### config.mk
export PLATFORM = sky130hd
export DESIGN_NAME = stack_reverser
export DESIGN_NICKNAME = d
export VERILOG_FILES = /design/src/rtl/stack_pkg.sv /design/src/rtl/stack_reverser.sv
export SDC_FILE = /design/constraint.sdc
export NUM_CORES = 1
export LEC_CHECK = 0
export ABC_AREA = 1
export CORE_ASPECT_RATIO = 1.1
export CORE_UTILIZATION = 47
export CTS_CLUSTER_SIZE = 24
export DETAILED_ROUTE_END_ITERATION = 8
export GPL_ROUTABILITY_DRIVEN = 1
export PLACE_DENSITY_LB_ADDON = 0.08
export SYNTH_ARGS = -nofsm -noshare
export SYNTH_HDL_FRONTEND = slang
export SYNTH_SLANG_ARGS = --single-unit
### constraint.sdc
create_clock -name clk -period 1.65 [get_ports clk]
set_input_delay 0.2475 -clock clk [delete_from_list [all_inputs] [get_ports clk]]
set_output_delay 0.2475 -clock clk [all_outputs]
set_load 0.005 [all_outputs]
### src/rtl/stack_pkg.sv
`default_nettype none
// ============================================================================
//  Module      : stack_pkg
//  Description : Shared types and sizing constants for the stack and its
//                packet-reversal front end.
//  Revision    : 1.0 - initial release
// ============================================================================
package stack_pkg;

  localparam int DEF_DATA_WIDTH = 8;
  localparam int STACK_SIZE     = 200;
  // Every stack entry is usable, so a packet may fill the whole stack.
  localparam int STACK_CAP      = STACK_SIZE;

  typedef enum logic [1:0] {
    FILL = 2'd0,
    POP  = 2'd1,
    WAIT = 2'd2,
    OUT  = 2'd3
  } state_t;

  function automatic bit max_len_ok(input int max_len, input int cnt_w);
    return (max_len >= 1) && (max_len <= STACK_CAP) &&
           ((cnt_w >= 31) || ((1 << cnt_w) > max_len));
  endfunction

endpackage : stack_pkg
`default_nettype wire

### src/rtl/stack_reverser.sv
`default_nettype none
// ============================================================================
//  Module      : stack_reverser
//  Description : Pushes a valid/ready packet into an external LIFO, then pops
//                it back out so the beats leave in reverse order.
//  Revision    : 1.0 - initial release
// ============================================================================
module stack_reverser
  import stack_pkg::*;
#(
  parameter int DATA_WIDTH = DEF_DATA_WIDTH,
  parameter int MAX_LEN    = STACK_CAP,
  parameter int CNT_W      = 8
) (
  input  logic                  clk,
  input  logic                  rst,
  input  logic                  s_valid,
  output logic                  s_ready,
  input  logic [DATA_WIDTH-1:0] s_data,
  input  logic                  s_last,
  output logic                  m_valid,
  input  logic                  m_ready,
  output logic [DATA_WIDTH-1:0] m_data,
  output logic                  m_last,
  output logic                  err,
  output logic                  stk_push,
  output logic                  stk_pop,
  output logic [DATA_WIDTH-1:0] stk_din,
  input  logic [DATA_WIDTH-1:0] stk_dout,
  input  logic                  stk_full,
  input  logic                  stk_empty
);

  localparam logic [CNT_W-1:0] MAX_CNT = CNT_W'(MAX_LEN);

  if (!max_len_ok(MAX_LEN, CNT_W)) begin : g_bad_params
    $error("stack_reverser: MAX_LEN exceeds stack capacity or CNT_W too narrow");
  end

  state_t                state_q,   state_d;
  logic [CNT_W-1:0]      count_q,   count_d;
  logic                  drop_q,    drop_d;
  logic                  m_valid_q, m_valid_d;
  logic                  m_last_q,  m_last_d;
  logic [DATA_WIDTH-1:0] m_data_q,  m_data_d;
  logic                  err_q,     err_d;

  logic w_accept;
  logic w_can_push;

  assign w_accept   = s_valid & s_ready;
  assign w_can_push = !drop_q && (count_q < MAX_CNT) && !stk_full;

  always_ff @(posedge clk) begin
    if (rst) begin
      state_q   <= FILL;
      count_q   <= '0;
      drop_q    <= 1'b0;
      m_valid_q <= 1'b0;
      m_last_q  <= 1'b0;
      m_data_q  <= '0;
      err_q     <= 1'b0;
    end else begin
      state_q   <= state_d;
      count_q   <= count_d;
      drop_q    <= drop_d;
      m_valid_q <= m_valid_d;
      m_last_q  <= m_last_d;
      m_data_q  <= m_data_d;
      err_q     <= err_d;
    end
  end

  always_comb begin
    state_d   = state_q;
    count_d   = count_q;
    drop_d    = drop_q;
    m_valid_d = m_valid_q;
    m_last_d  = m_last_q;
    m_data_d  = m_data_q;
    err_d     = 1'b0;
    case (state_q)
      FILL: begin
        if (w_accept) begin
          if (w_can_push) count_d = count_q + CNT_W'(1);
          else            drop_d  = 1'b1;
          // A packet that stored nothing has nothing to drain.
          if (s_last) begin
            if (count_d == '0) begin
              state_d = FILL;
              drop_d  = 1'b0;
            end else begin
              state_d = POP;
            end
          end
        end
      end
      POP: begin
        if (count_q != '0) count_d = count_q - CNT_W'(1);
        state_d = WAIT;
      end
      WAIT: begin
        m_data_d  = stk_dout;
        m_last_d  = (count_q == '0);
        m_valid_d = 1'b1;
        state_d   = OUT;
      end
      OUT: begin
        if (m_ready) begin
          m_valid_d = 1'b0;
          m_last_d  = 1'b0;
          if (m_last_q) begin
            state_d = FILL;
            err_d   = drop_q;
            drop_d  = 1'b0;
          end else begin
            state_d = POP;
          end
        end
      end
      default: state_d = FILL;
    endcase
  end

  always_comb begin
    s_ready  = (state_q == FILL) && !rst;
    stk_push = s_valid && s_ready && w_can_push;
    stk_pop  = (state_q == POP) && (count_q != '0) && !stk_empty;
    stk_din  = s_data;
  end

  assign m_valid = m_valid_q;
  assign m_last  = m_last_q;
  assign m_data  = m_data_q;
  assign err     = err_q;

endmodule : stack_reverser
`default_nettype wire

# Word level (Yosys, flattened, before mapping)

Index checks and enable logic that the tools add are counted.

Bitwise operators: 4
Multiplexer cells: 22
Add/sub/neg operators: 2
Equality and inequality tests: 8
Magnitude comparators: 1
Reduce and logical (&&, ||, !) cells: 23

Operators by type and width:

| operator            | count |
|---|---|
| $mux 8              | 5 |
| $logic_not 8->1     | 2 |
| $pmux 8 s2          | 1 |
| $ne 2x2->1 const B  | 5 |
| $mux 1              | 9 |
| $add 8x1->8 const B | 1 |
| $lt 8x8->1 const B  | 1 |
| $pmux 2 s4          | 1 |
| $reduce_bool 8->1   | 1 |
| $sub 8x1->8 const B | 1 |
| $logic_and 1x1->1   | 7 |
| $mux 2              | 3 |
| $pmux 1 s2          | 3 |
| $reduce_and 3->1    | 2 |
| $reduce_bool 2->1   | 3 |
| $eq 2x2->1 const B  | 2 |
| $logic_not 1->1     | 4 |
| $reduce_and 4->1    | 1 |
| $reduce_or 4->1     | 1 |
| $not 1->1           | 3 |
| $eq 2x1->1 const B  | 1 |
| $logic_not 2->1     | 1 |
| $reduce_and 2->1    | 1 |
| $and 1x1->1         | 1 |

Input bits: 23
Output and inout bits: 22
Register bits: 22

# Longest topological paths before layout

Depth in word-level cells: 11
Mapped depth: 13
Gate-level depth less buffers: 12

# Least setup slack after synthesis

Ideal clock, no wire load.

Path type: register to register
Start point: register state_q[1]
End point: register count_q[2]
Data required time: 1.533 ns
Setup slack: 0.127 ns
Library setup time: 0.117 ns
Cell stages (with the launch flop): 12
Arrival: 1.406 ns
Buffers on the path: 1
Path through: dfxtp_1 > inv_1 > ha_1 > buf_2 > clkinv_1 > nand2_1 > nand2_1 > nand2_4 > inv_2 > o21ai_0 > a21oi_1 > nor2_1

Longest elaborated chain between the ends: 5
Elaborated cells on any way between the ends: 9
Classes of those cells: eq/ne (3); mux (1); bitwise (1); reduce/logical (4)

RTL lines:

| item                       | line                                        | text |
|---|---|---|
| start: declaration         | stack_reverser.sv:40                        | `state_t state_q, state_d;` |
| start signal: assignment   | stack_reverser.sv:64                        | `state_q <= state_d;` |
| $logic_not 2->1            | stack_reverser.sv:82, stack_reverser.sv:126 |  |
| $logic_and 1x1->1          | stack_reverser.sv:126                       | `s_ready = (state_q == FILL) && !rst;` |
| $and 1x1->1                | stack_reverser.sv:51                        | `assign w_accept = s_valid & s_ready;` |
| $ne 2x2->1 (no line)       | n/a                                         |  |
| $reduce_and 3->1 (no line) | n/a                                         |  |
| end signal: assignment     | stack_reverser.sv:65                        | `count_q <= count_d;` |
| end: declaration           | stack_reverser.sv:41                        | `logic [CNT_W-1:0] count_q, count_d;` |

Several ways; a longest one is shown, not always the timed one.
A chain may end at the register's enable or synchronous reset.

# Worst setup path in the final report

Start point: register state_q[0]
End point: output port s_ready

Longest elaborated chain between the ends: 2

RTL lines:

| item              | line                  | text |
|---|---|---|
| $logic_not 2->1   | stack_reverser.sv:126 |  |
| $logic_and 1x1->1 | stack_reverser.sv:126 |  |
| end: declaration  | stack_reverser.sv:18  | `output logic s_ready,` |

No other way between the ends.

==> summary.md <==
| Metric | Value |
|---|---|
| Outcome | `finished clean` |
| Post-Route WL | `4180 µm` |
| Element type at the critical path start | `register` |
| IO Pins | `45` |
| Fill cells | `between 200 and 300` |
| Detailed Route Iter0 Violations | `between 80 and 90` |
| RR Endpoint | `state_q[0]$_SDFFE_PP0P_` |
| Vias in the first global route | `1581` |
| Sequential share of the synthesized area | `28.2%` |
| Reg2Reg Setup Slack | `0.05 ns` |
| Syn Area/Cell | `6.91 µm²` |
| YS warnings | `0` |
| Final setup viols | `0` |
| Fraction of registers with async set/reset | `0%` |
| Routed Antenna Nets | `0` |
| Worst Hold Depth | `0` |
| Initial Util | `between 50% and 60%` |
| Req. time, crit path | `1.40 ns` |
| DPL Wire Length | `2970 µm` |
| GP Congestion | `0.890` |
| Commonest cells after routing, fill and taps aside | `buf_4, nand2_1, nor2_1, clkdlybuf4s50_1, o21ai_0` |
| First-pass GRT wire length | `6860 µm` |
| Hold path start | `s_data[5]` |
| H-tree levels | `1` |
| Via-to-Cell Ratio | `5.25` |
| Drc violations | `0` |
| DIE HEIGHT | `62.5 µm` |
| Mapped Cells | `226` |
| TritonCTS Buffers | `3` |
| R2r worst-path depth | `12` |
| Initial antenna violation count | `0` |
| Worst Tran Pin Value | `0.286 ns` |
| Pwr/cell area | `1990 nW/µm²` |
| Hold endpoint | `stk_din[5]` |
| Post-synth EDFFs | `0` |
| Multi-input gate area | `~1000 µm²` |
| Area share of xor/xnor cells in the synthesized design | `under 10%` |
| Core Area | `just over 3000 µm²` |
| Final Max Tran Viols | `0` |
| Die Area | `3560 µm²` |
| Max Fclk | `around 630 MHz` |
| Post-Synth Adder-Cell Area | `6.41%` |
| Mapped Area | `1560 µm²` |
| Tcrit/Tclk final | `96.8%` |
| Mux contribution to synthesized area | `0%` |
| Area Overhead vs Synth | `47.3%` |
| Synth Area in Compound Gates | `between 10 and 15%` |
| Crit. End Element | `output port` |
| RSZ-0062 raised after global routing | `yes` |
| Post-Route Skew | `about 0.014 ns` |
| Total Routing Usage GR | `approximately a quarter` |
| Fin worst setup slack | `roughly 0.053 ns` |
| Post-Synth Simple-Gate Area | `37.3%` |
| Vias | `1690` |
| Clk_lat worst skew | `0.33 ns` |
| Worst slew margin | `80.8%` |
| Worst reg2reg startpoint | `count_q[2]$_SDFFE_PP0P_` |
| Largest family of logic cells by synthesized area | `simple AND/OR/NAND/NOR gates` |
| Tmin final | `1.60 ns` |
| Util after Layout | `74.2%` |
| CP Class | `register to output port` |
| Post-synthesis net count | `257` |
| Ant diodes | `0` |
| Largest net degree at the start of global routing | `17` |
| Dpl ws | `-0.132 ns` |
| P_leak | `about 1 nW` |
| CTS tree | `built` |
| Worst-path fanout max | `3` |
| Min-Delay Path Class | `primary input to output port` |
| Sink Count | `22` |
| Max_cap viols | `0` |
| Maximum clock path buffer count | `2` |
| Root buf cell | `clkbuf_4` |
| Final hold violation count | `0` |
| WL per Instance | `13.0 µm` |
| Row count | `21` |
| Most common cell after layout, fill and taps aside | `buf_4` |
| Congestion Overflow GR | `0` |
| Ratio of cells with drive above 1 in the final layout | `38.2%` |
| CTS Hold Buffers Added | `0` |
| Port buffer count | `28` |
| Ys flop type | `dfxtp_1` |
| Drt pass-1 iters | `4` |
| #FFs+latches synth | `22` |
| Reg area | `453 µm²` |
| Worst Path Arrival | `1.35 ns` |
| VDD IR max | `about 1.1 mV` |
| Worst-path clk slew | `0.14 ns` |
| Die Width | `roughly 57 µm` |
| Yosys cell types | `30` |
| Final Net Count | `320` |
-- worst max-delay path, cell delays in order (launching register included) --
cell and delay (ns):
dfxtp_2 0.38, inv_2 0.05, ha_4 0.15, inv_2 0.08
nor2_4 0.04, buf_4 0.12, clkdlybuf4s15_1 0.20
-- flip-flops by register name, summed over array words and instances, names as in the netlist --
register / flops
state_q: 2
m_valid: 1
m_last: 1
err: 1
drop_q: 1
m_data: 8
count_q: 8
-- metal layers --
layer | wire, µm | GRT usage (%) | vias up
met5 | 0 | 0 | -
met4 | 38 | 6.71 | 0
met3 | 255 | 3.93 | 4
met2 | 2120 | 43.2 | 60
met1 | 1760 | 30.0 | 765
li1 | - | - | 861
-- metrics by stage --
step                      std cells  total power (W)  hold slack (ns)  instance area (µm²)  setup TNS (ns)
final                           322          0.00458            0.495                 2300               0
after global routing            322          0.00495            0.495                 2300         -0.0905
after CTS                       323          0.00439            0.495                 2230               0
after detailed placement        310          0.00350            0.468                 2070          -0.409
after global placement          310          0.00349            0.466                 2070          -0.308
after floorplan                 226          0.00239            0.317                 1560               0
-- Yosys cell counts (2+ instances only) --
master	instances	share of area, %
nand2_8	2	2.6
nand4_1	7	2.8
ha_1	8	6.4
inv_1	12	2.9
nor2_4	2	1.4
dfxtp_1	22	28
inv_2	7	1.7
nor2_1	37	8.9
buf_4	12	5.8
nand2_4	2	1.4
nand2_1	34	8.2
buf_2	2	0.64
nand2_2	3	1.2
a21oi_2	3	1.7
nor3_1	3	0.96
nor2_2	5	2.0
nand3_1	19	6.1
a211oi_1	2	0.96
o21ai_0	20	6.4
clkinv_1	2	0.48
a21oi_1	13	4.2
-- timing repair --
action	in CTS	in global routing
pin swaps	5	22
resized for setup	31	22
buffers inserted	11	2
endpoints found under the setup margin	5	8
-- worst max path at each step --
stage                              end               startpoint
4_1_cts        count_q[5]$_SDFFE_PP0P_  count_q[1]$_SDFFE_PP0P_
2_1_floorplan  count_q[2]$_SDFFE_PP0P_  state_q[1]$_SDFFE_PP0P_
6_report                       s_ready  state_q[0]$_SDFFE_PP0P_
3_3_place_gp                  stk_push                 stk_full
3_5_place_dp                  stk_push                 stk_full
5_1_grt                        stk_pop  count_q[1]$_SDFFE_PP0P_
-- kinds of logic after synthesis --
family,count (synthesis)
XOR/XNOR,2
AO/OA/AOI/OAI,41
AND/OR/NAND/NOR,116
buffers and inverters,37
flip-flops,22
adder cells (fa/ha/maj),8
-- area by class of cell --
class,count,area share [%]
Clock buffer,3,0.979
Tap cell,34,1.85
Timing Repair Buffer,74,28.0
Clock inverter,1,1.31
Inverter,21,3.43
Sequential cell,22,19.7
Multi-Input combinational cell,167,44.8
-- where the power goes --
group / leakage [nW] / switching, W / total [W] / internal [W]
Clock: 0.0279 / 0.000185 / 0.000431 / 0.000246
Sequential: 0.184 / 0.000165 / 0.000916 / 0.000751
Combinational: 0.814 / 0.00161 / 0.00323 / 0.00162
Total: 1.03 / 0.00196 / 0.00458 / 0.00261
Note: power is estimated with default switching activity, not from simulation.
